===== src/rtl/adpll_cfg_pkg.sv =====
// Shared definitions for the ADPLL configuration controller: parameter
// indices, reset defaults and the commit FSM state type.
package adpll_cfg_pkg;

    localparam int PARAM_W = 5;

    localparam int IDX_KP       = 0;
    localparam int IDX_KI       = 1;
    localparam int IDX_DCO_INIT = 2;
    localparam int IDX_DIV_N    = 3;
    localparam int IDX_TDC_OFS  = 4;

    typedef enum logic {
        ST_IDLE,
        ST_REQ
    } cfg_state_e;

    // Loop-parameter reset defaults; reserved slots (5..7) default to zero.
    function automatic logic [PARAM_W-1:0] param_default(input int idx);
        case (idx)
            IDX_KP:       return 5'd4;
            IDX_KI:       return 5'd1;
            IDX_DCO_INIT: return 5'd16;
            IDX_DIV_N:    return 5'd8;
            default:      return 5'd0;
        endcase
    endfunction

endpackage


===== src/rtl/adpll_cfg_ctrl_sync2.sv =====
// Two-flop synchronizer for an asynchronous pad pin; both stages are
// exposed so the parent can report activity anywhere in the chain.
module adpll_sync2 (
    input  logic clk,
    input  logic rst_n,
    input  logic d,
    output logic s1,
    output logic s2
);

    logic s1_q, s2_q;

    // NOTE: flops use non-blocking assignments so that each stage samples
    // the previous stage's value from before the edge, not the new one.
    always_ff @(posedge clk or negedge rst_n) begin
        if (!rst_n) begin
            s1_q <= 1'b0;
            s2_q <= 1'b0;
        end else begin
            s1_q <= d;
            s2_q <= s1_q;
        end
    end

    assign s1 = s1_q;
    assign s2 = s2_q;

endmodule


===== src/rtl/adpll_cfg_ctrl.sv =====
// ADPLL loop-parameter programming controller: shadow bank written from pins,
// committed to the live loop via upd_req/upd_ack. ADPLL_CFG_TIMEOUT_EN adds a
// forced commit after TIMEOUT cycles without ack and the sticky err flag.
module adpll_cfg_ctrl
    import adpll_cfg_pkg::*;
#(
    parameter int NPARAM  = 8,
    parameter int PW      = 5,
    parameter int TIMEOUT = 255
) (
    input  logic              clk,
    input  logic              rst_n,
    input  logic              pgm,
    input  logic              clr,
    input  logic [2:0]        param_sel,
    input  logic [PW-1:0]     pgm_value,
    input  logic              upd_ack,
    output logic              upd_req,
    output logic [NPARAM*PW-1:0] active,
    output logic [PW-1:0]     rd_data,
    output logic              busy,
    output logic              err
);

    logic pgm_s1, pgm_s2, clr_s1, clr_s2;
    logic pgm_s3_q, clr_s3_q;
    logic wr_stb, clr_stb;

    adpll_sync2 u_sync_pgm (.clk(clk), .rst_n(rst_n), .d(pgm), .s1(pgm_s1), .s2(pgm_s2));
    adpll_sync2 u_sync_clr (.clk(clk), .rst_n(rst_n), .d(clr), .s1(clr_s1), .s2(clr_s2));

    always_ff @(posedge clk or negedge rst_n) begin
        if (!rst_n) begin
            pgm_s3_q <= 1'b0;
            clr_s3_q <= 1'b0;
        end else begin
            pgm_s3_q <= pgm_s2;
            clr_s3_q <= clr_s2;
        end
    end

    assign wr_stb  = pgm_s2 & ~pgm_s3_q;
    assign clr_stb = clr_s2 & ~clr_s3_q;

    cfg_state_e          state_q;
    logic                upd_req_q;
    logic [NPARAM*PW-1:0] active_q;
    logic [NPARAM*PW-1:0] shadow_flat;
    logic [PW-1:0]       shadow_q [NPARAM];
    logic [PW-1:0]       shadow_d [NPARAM];
    logic                dirty_q, dirty_d;
    logic                tmo_hit;
    logic                commit;

`ifdef ADPLL_CFG_TIMEOUT_EN
    localparam int CNT_W = $clog2(TIMEOUT + 1);
    logic [CNT_W-1:0] tmo_cnt_q;
    logic             err_q;

    assign tmo_hit = (tmo_cnt_q == CNT_W'(TIMEOUT - 1));
    assign err     = err_q;
`else
    assign tmo_hit = 1'b0;
    assign err     = 1'b0;
`endif

    assign commit = (state_q == ST_REQ) && (upd_ack || tmo_hit);

    // Clear takes priority over a simultaneous write; a commit in the same
    // cycle as either leaves dirty set so the new data gets its own commit.
    // NOTE: every always_comb output gets a default first so no path through
    // the block leaves it unassigned, which would infer a latch.
    always_comb begin
        shadow_d = shadow_q;
        dirty_d  = dirty_q;
        if (commit) begin
            dirty_d = 1'b0;
        end
        if (clr_stb) begin
            for (int i = 0; i < NPARAM; i++) begin
                shadow_d[i] = PW'(param_default(i));
            end
            dirty_d = 1'b1;
        end else if (wr_stb) begin
            shadow_d[param_sel] = pgm_value;
            dirty_d             = 1'b1;
        end
    end

    // NOTE: the shadow bank is reset to real defaults, not left undefined,
    // because rd_data and the first commit expose it directly.
    always_ff @(posedge clk or negedge rst_n) begin
        if (!rst_n) begin
            for (int i = 0; i < NPARAM; i++) begin
                shadow_q[i] <= PW'(param_default(i));
            end
            dirty_q <= 1'b0;
        end else begin
            shadow_q <= shadow_d;
            dirty_q  <= dirty_d;
        end
    end

    always_comb begin
        shadow_flat = '0;
        for (int i = 0; i < NPARAM; i++) begin
            shadow_flat[i*PW +: PW] = shadow_q[i];
        end
    end

    always_ff @(posedge clk or negedge rst_n) begin
        if (!rst_n) begin
            state_q   <= ST_IDLE;
            upd_req_q <= 1'b0;
            for (int i = 0; i < NPARAM; i++) begin
                active_q[i*PW +: PW] <= PW'(param_default(i));
            end
`ifdef ADPLL_CFG_TIMEOUT_EN
            tmo_cnt_q <= '0;
            err_q     <= 1'b0;
`endif
        end else begin
            case (state_q)
                ST_IDLE: begin
                    if (dirty_q) begin
                        state_q   <= ST_REQ;
                        upd_req_q <= 1'b1;
`ifdef ADPLL_CFG_TIMEOUT_EN
                        tmo_cnt_q <= '0;
`endif
                    end
                end
                ST_REQ: begin
                    if (commit) begin
                        active_q  <= shadow_flat;
                        state_q   <= ST_IDLE;
                        upd_req_q <= 1'b0;
`ifdef ADPLL_CFG_TIMEOUT_EN
                        if (!upd_ack) begin
                            err_q <= 1'b1;
                        end
`endif
                    end
`ifdef ADPLL_CFG_TIMEOUT_EN
                    else begin
                        tmo_cnt_q <= tmo_cnt_q + 1'b1;
                    end
`endif
                end
                default: begin
                    state_q   <= ST_IDLE;
                    upd_req_q <= 1'b0;
                end
            endcase
        end
    end

    assign upd_req = upd_req_q;
    assign active  = active_q;
    assign rd_data = shadow_q[param_sel];
    assign busy    = pgm_s1 | pgm_s2 | pgm_s3_q | clr_s1 | clr_s2 | clr_s3_q
                   | dirty_q | (state_q == ST_REQ);

endmodule


===== config.mk =====
export PLATFORM = sky130hd
export DESIGN_NAME = adpll_cfg_ctrl
export DESIGN_NICKNAME = d
export VERILOG_FILES = /design/src/rtl/adpll_cfg_pkg.sv /design/src/rtl/adpll_cfg_ctrl_sync2.sv /design/src/rtl/adpll_cfg_ctrl.sv
export SDC_FILE = /design/constraint.sdc
export NUM_CORES = 1
export LEC_CHECK = 0
export ABC_AREA = 0
export CAP_MARGIN = 10
export CORE_ASPECT_RATIO = 0.8
export CORE_MARGIN = 2
export CORE_UTILIZATION = 55
export DETAILED_ROUTE_END_ITERATION = 8
export GPL_TIMING_DRIVEN = 0
export MAX_ROUTING_LAYER = met4
export PLACE_DENSITY = 0.88
export SYNTH_ARGS = -nofsm -noshare
export SYNTH_HDL_FRONTEND = slang
export SYNTH_SLANG_ARGS = --single-unit

===== constraint.sdc =====
create_clock -name clk -period 3.59 [get_ports clk]
set_input_delay 0.5385 -clock clk [delete_from_list [all_inputs] [get_ports clk]]
set_output_delay 0.5385 -clock clk [all_outputs]
set_load 0.01 [all_outputs]

## Word-level counts from Yosys, hierarchy flattened

Cells that the tools add are included.

- Order comparisons: 2
- Eq/ne operators: 2
- Muxes and demuxes: 16
- Bitwise gates (word level): 13
- Reductions and logical operators: 6

Operators with widths:

| cell | count |
|---|---|
| 2-to-1 mux 40 bit | 2 |
| bitwise mux 40 bit | 1 |
| binary-select mux 5 bit (select 3 bit) | 1 |
| demux 5 bit (select 3 bit) | 1 |
| 2-to-1 mux 5 bit | 3 |
| bitwise OR 1 bit | 7 |
| 2-to-1 mux 1 bit | 6 |
| greater-or-equal comparator 4 bit, second input constant | 1 |
| < comparator 4 x 1 -> 1 bit, second input constant | 1 |
| NOT 3 -> 4 bit | 1 |
| one-hot mux 1 bit (2 select lines) | 2 |
| AND reduction 2 bit | 2 |
| NOT 1 bit | 3 |
| nonzero test 3 bit | 1 |
| bitwise AND 1 bit | 2 |
| logical AND 1 bit | 2 |
| != test 2 x 1 -> 1 bit, second input constant | 1 |
| != test 2 bit, second input constant | 1 |
| nonzero test 2 bit | 1 |

- Bits in registers: 89
- Word-level logic and storage cells: 57

## Logic depth before layout (Yosys ltp)

Gate-level depths: netlist (run 1).

- Word-level depth: 8
- Depth in mapped cells: 6
- Mapped depth without buffers: 3

## Modules after synthesis

From an unflattened synthesis (run 1), not the netlist that was laid out.

- Cells, all modules: 328
- Area total of the unflattened synthesis: 3,935.0 um2

Modules (own cells, without submodules):

| module | instances | cells each | area an instance (um2) | sequential area each (um2) |
|---|---|---|---|---|
| adpll_cfg_ctrl | 1 | 324 | 3,834.9 | 2,137.0 |
| adpll_sync2 | 2 | 2 | 50.0 | 50.0 |

## Least setup slack after synthesis (run 1)

No wires, ideal clock.

- Path kind: in2out
- Start: input port param_sel[0]
- End: output port rd_data[1]
- Data arrival time: 1.528 ns
- Required time: 3.052 ns
- Setup slack: 1.523 ns
- Stages: 4
- Buffers on the path: 2
- Path through: buf_6 -> buf_8 -> mux4_2 -> mux2_4

- Longest elaborated chain between the ends: 4

RTL lines:

| item | RTL line | text |
|---|---|---|
| start: declaration | adpll_cfg_ctrl.sv:15 | `input logic [2:0] param_sel,` |
| NOT 3 -> 4 bit (not written as such) | adpll_cfg_ctrl.sv:160 | `assign rd_data = shadow_q[param_sel];` |
| binary-select mux 5 bit (select 3 bit) | adpll_cfg_ctrl.sv:160 |  |
| 2-to-1 mux 5 bit (not written as such) (2 in a row) | adpll_cfg_ctrl.sv:160 |  |
| end: declaration | adpll_cfg_ctrl.sv:20 | `output logic [PW-1:0] rd_data,` |

Every way passes these cells. The select of a mux whose other input is x is not followed.

## Final worst setup path (run 1)

- Start: input port param_sel[2]
- End: output port rd_data[1]

The elaborated chain is that of the path after synthesis.

==> flow_summary.ini, run 1 <==
[status]
status = finished clean

[global_routing]
track_usage_pct = 26.8
antenna_found_initial = 0
grt_pass1_wl_mm = 15.4
grt_max_degree = 48
grt-ovfl-total = 0
grt_pass1_vias = 3024

[cells_and_area]
mostFrequentLayoutCells = dfrtp_1 (81), clkdlybuf4s50_1 (51), nand3_1 (45)
antenna_cells = 0
finalNetCount = 405
layout_commonest_cell = dfrtp_1
fin_util_pct = 69.3
final_layout_size_suffix_gt1_share_pct = 21.9
area_growth_syn_to_layout_pct = 21.4

[drt]
drc = 0
dr.pass1.iters = 5
drt.antenna.violating_nets = 0
vias = 3043
drt-vias-per-instance = 6.29
wl_per_cell_um = 19.9
drt_iter0_drc = 314
wirelength_mm = 9.61

[place]
dp_hpwl_mm = 6.53
portBuffers = 52
place_ws_ns = 0.554
gp_congestion = 0.960

[sta]
final_period_minus_worst_setup_slack_ns = 3.06
drv_slew = 0
rsz0062_at_grt = false
slew_headroom_pct = 61.5
skew_ns = 0.0165
whs_ns = 0.164
fin_crit_sh_pct = 85.1
finalSetupViolCount = 0
fmax_mhz = 327
tightest_slew_ns = 0.578
fin_ws_ns = 0.534
final_hold_viol_count = 0

[setup_path]
r2r-start = u_sync_clr.s2
timing_worst_setup_path_type = in2out
cp_slowest_stage_delay_ns = 0.59
cp_slowest_cell = clkdlybuf4s50_1
worst_setup_path_start_kind = input port
cp_num_buf_inv = 3
crit_arrival_ns = 2.52
cp-startpoint = param_sel[2]
endpoint_kind = output port
path_cells = clkdlybuf4s50_1 > buf_2 > mux4_2 > mux2_4 > clkdlybuf4s50_1
worstPathRequired_ns = 3.05
cpMostUsedCell = clkdlybuf4s50_1
critPathMaxFanout = 10
critPathTopFamily = buffers and inverters

[cts]
postCtsSetupBuffers = 0
clk_latency_ns = 0.36
h-tree-depth = 3
post_cts_resized = 0
cts.sinks = 89
holdBufCountCts = 0
root_buffer = clkbuf_8
clk_pin_slew_worst_paths_ns = 0.10
cts_tree = done
clk_path_buf_depth = 2
cts_made_buffers = 9

[floorplan]
ios = 61
dieWidth_um = 98.6
initial_core_util_pct = 57.1
dieArea_um2 = 7850
core_um2 = 6890
die_h_um = 79.7
rows = 27

[power_and_ir_drop]
p_clk_share_pct = 32.3
p_per_area_nw_per_um2 = 440
p_sw_share_pct = 26.5
leakage_nw = 2.09
seqPwrFrac_pct = 52.6
switchingPower_uw = 557
finalPower_mw = 2.10
combPwrFrac_pct = 15.1
ir_drop_mv = 0.220
internal_power_mw = 1.54

[yosys]
syn_nets = 341
synth_warnings = 0
synthCells = 328
yosysSeqAreaShare_pct = 56.9
avgSynthCellArea_um2 = 12.0
synth.distinct_cells = 34
ys_seq_elements = 89
syn_area_um2 = 3940

[worst_hold_path]
hp-class = in2async

[job]
drv_cap = 0
==> power by group through the flow <==
stage	registers, mW	logic [mW]	clock network [mW]
after global placement	1.12	0.303	0
after detailed placement	1.12	0.315	0
after CTS	1.10	0.317	0.686
after global routing	1.11	0.341	0.724
after floorplan	1.13	0.151	0
final	1.11	0.317	0.679
==> through the flow <==
step / cells / TNS (ns) / cell area, um^2
CTS: 484 / 0 / 4780
floorplan: 328 / 0 / 3940
detailed placement: 468 / 0 / 4590
global placement: 467 / -84.28 / 4560
finish: 484 / 0 / 4780
global route: 484 / 0 / 4780
==> cell families (layout without fill, tap and decap cells) <==
| kind of cell | Yosys count | in the layout | synth area share, % |
|---|---|---|---|
| flops | 89 | 89 | 56.9 |
| compound gates | 80 | 80 | 10.5 |
| simple gates | 67 | 67 | 9.00 |
| mux | 55 | 55 | 19.1 |
| buf+inv | 36 | 105 | 4.48 |
| other cells | 1 | 1 | 0.0953 |
==> worst reg2reg max path, cell delays in order, from the launching register on <==
cell,delay [ns]
dfrtp_1,0.39
nor2b_1,0.14
clkbuf_1,0.45
clkbuf_1,0.44
a21oi_1,0.10
==> final cells by class <==
type / count / area, um^2
repair buffers: 53 / 546
multi-input cells: 203 / 1520
clock buffers: 11 / 131
inverters: 2 / 7.51
well taps: 87 / 109
fillers: 522 / 2110
flip-flops and latches: 89 / 2240
clock inverters: 5 / 56.3
plain buffers: 34 / 169
==> synthesized netlist by cell type, drive strengths merged <==
cell	n	area [um^2]
dfrtp	81	2030
nand3	45	225
mux2	44	503
o21ai	40	200
a21oi	36	180
clkbuf	19	72.6
buf	15	96.3
mux4	9	229
dfstp	8	210
nand2	5	18.8
nand2b	4	25.0
inv	2	7.51
mux2i	2	20.0
nor2	2	7.51
nor2b	2	12.5
nor4	2	12.5
a221o	1	10.0
and2	1	6.26
and2b	1	7.51
and3b	1	8.76
conb	1	3.75
nand3b	1	7.51
nor3b	1	7.51
o211ai	1	7.51
o21a	1	7.51
o22ai	1	6.26
or2	1	6.26
or3b	1	8.76
==> path summary, 6_finish.rpt <==
check | cells past startpoint | endpoint | slack (ns)
min | 1 | active[36] | 0.16
min in group clk | 0 | u_sync_pgm.s2 | 0.39
max | 5 | rd_data[1] | 0.53
max reg2reg | 4 | shadow_flat[28] | 1.93
min reg2reg | 0 | u_sync_pgm.s2 | 0.39
max in group asynchronous | 2 | active[18] | 2.74
==> metal layers <==
metal	wire length (um)	part of all wire, %	track usage, %
met5	0	0	-
met4	140	1.5	8.90
met3	934	9.7	7.79
met2	4470	47	38.9
met1	4060	42	36.9
Note: power is estimated with default switching activity, not from simulation.
==> inputs of run 2 (changes only) <==
Settings changed: CORE_UTILIZATION 55 to 53, PLACE_DENSITY 0.88 to 0.86.
Clock period 3.59 ns to 3.15 ns, I/O delays scaled along.
==> run 2 against run 1 <==
Against the previous run:
- register-to-register slack got worse by 0.44 ns
- clock power rose by 38%
- sequential power rose by 14%
- hold slack got worse by 0.094 ns
- largest cell class unchanged
- count of clock-buffer cells in the layout did not move
- largest power group unchanged
- global-route usage fell by 0.38 points
- die area rose by 3.6%
==> flow_summary.ini, run 2 (synthesis results as in run 1) <==
[power_and_ir_drop]
ir_drop_mv = 0.449
finalPower_mw = 2.56
p_per_area_nw_per_um2 = 529
leakage_nw = 2.12

[cts]
cts_made_buffers = 9
h-tree-depth = 3
clk_path_buf_depth = 2
clk_pin_slew_worst_paths_ns = 0.09
post_cts_resized = 0
cts_tree = done
clk_latency_ns = 0.36
cts.sinks = 89
postCtsSetupBuffers = 0
root_buffer = clkbuf_8
holdBufCountCts = 0

[drt]
dr.pass1.iters = 5
drc = 0
drt_iter0_drc = 375
drt.antenna.violating_nets = 0
vias = 3010
wirelength_mm = 9.55
drt-vias-per-instance = 6.18
wl_per_cell_um = 19.6

[global_routing]
grt-ovfl-total = 0
grt_pass1_wl_mm = 15.6
track_usage_pct = 26.4
antenna_found_initial = 0
grt_max_degree = 55
grt_pass1_vias = 2965

[setup_path]
cpMostUsedCell = clkdlybuf4s50_1
critPathMaxFanout = 10
critPathTopFamily = buffers and inverters
worst_setup_path_start_kind = input port
endpoint_kind = output port
cp_num_buf_inv = 3
worstPathRequired_ns = 2.68
crit_arrival_ns = 2.45
reg2reg_to = shadow_flat[7]
path_cells = clkdlybuf4s50_1 > buf_2 > mux4_2 > mux2_4 > clkdlybuf4s50_1
cp_slowest_stage_delay_ns = 0.57
cp_slowest_cell = clkdlybuf4s50_1
timing_worst_setup_path_type = in2out
regToRegSetupSlack_ns = 1.49
r2r-start = u_sync_pgm.s2
r2r_cells = 4

[floorplan]
ios = 61
core_um2 = 7290
initial_core_util_pct = 54.0
dieWidth_um = 100
dieArea_um2 = 8130
rows = 28
die_h_um = 81.1

[worst_hold_path]
hp-class = in2async

[cells_and_area]
area_growth_syn_to_layout_pct = 22.9
n_fill_cell = 573
mostFrequentLayoutCells = dfrtp_1 (81), clkdlybuf4s50_1 (51), nand3_1 (45)
final_layout_size_suffix_gt1_share_pct = 22.2
antenna_cells = 0
stdcell_area_um2 = 4840
finalNetCount = 405
layout_commonest_cell = dfrtp_1

[sta]
rsz0062_at_grt = false
skew_ns = 0.0102
fin_crit_sh_pct = 92.7
finalSetupViolCount = 0
final_hold_viol_count = 0
slew_headroom_pct = 62.1
final_period_minus_worst_setup_slack_ns = 2.92
fmax_mhz = 342
drv_slew = 0
tightest_slew_ns = 0.569

[place]
gp_congestion = 0.905
dp_hpwl_mm = 6.56
portBuffers = 52
post_dp_cell_area_um2 = 4590

[status]
status = finished clean

[job]
drv_cap = 0
## run 2: cell count changes in the layout (fill, tap and decap cells not counted), sizes merged
cell,previous run,this run
inv,3,2
bufinv,1,3
clkinv,2,1
## run 2: area by class of cell
class | instances | area, um^2 | share of cell area (%)
buffer | 34 | 169 | 3.49
clock inverter | 5 | 103 | 2.12
multi-input combinational | 203 | 1520 | 31.5
timing repair buffer | 53 | 546 | 11.3
sequential | 89 | 2240 | 46.2
clock buffer | 11 | 141 | 2.92
inverter | 2 | 7.51 | 0.155
tap | 90 | 113 | 2.33
## run 2: worst max-delay path by stage
stage                            end  depth (start not counted)         start
after global routing      rd_data[4]                          5  param_sel[2]
after detailed placement  rd_data[1]                          5  param_sel[2]
after floorplan           rd_data[1]                          4  param_sel[0]
after CTS                 rd_data[1]                          5  param_sel[2]
final                     rd_data[1]                          5  param_sel[2]
after global placement     active[3]                          1         rst_n
## run 2: worst register-to-register path, cell delays in order (launching register included)
cell      delay, ns
dfrtp_1        0.45
or3b_1         0.38
clkbuf_1       0.27
o21ai_0        0.32
a21oi_1        0.11
## run 2: metrics by stage
| stage | hold WS, ns | worst slack [ns] | instances | setup TNS, ns | utilization [%] |
|---|---|---|---|---|---|
| 2_1_floorplan | 0.177 | 1.22 | 328 | 0 | - |
| 3_3_place_gp | 0.366 | -1.46 | 470 | -121.55 | 62.7 |
| 3_5_place_dp | 0.374 | 0.261 | 471 | 0 | 63.0 |
| 4_1_cts | 0.0768 | 0.234 | 487 | 0 | 66.4 |
| 5_1_grt | 0.0999 | 0.120 | 487 | 0 | 66.4 |
| 6_report | 0.0704 | 0.230 | 487 | 0 | 66.4 |
## run 2: report_power, final
| part | switching, mW | internal [mW] |
|---|---|---|
| Clock | 0.390 | 0.547 |
| Sequential | 0.0456 | 1.21 |
| Combinational | 0.182 | 0.178 |
| Total | 0.617 | 1.94 |
## run 2: layer usage
metal  track usage (%)  part of all wire [%]  vias to the layer above
met4              7.67                   2.2                        0
met3              8.18                   9.1                       22
met1              36.7                    43                     1497
met2              37.9                    45                      184
li1                  -                     -                     1307
met5                 -                     0                        -
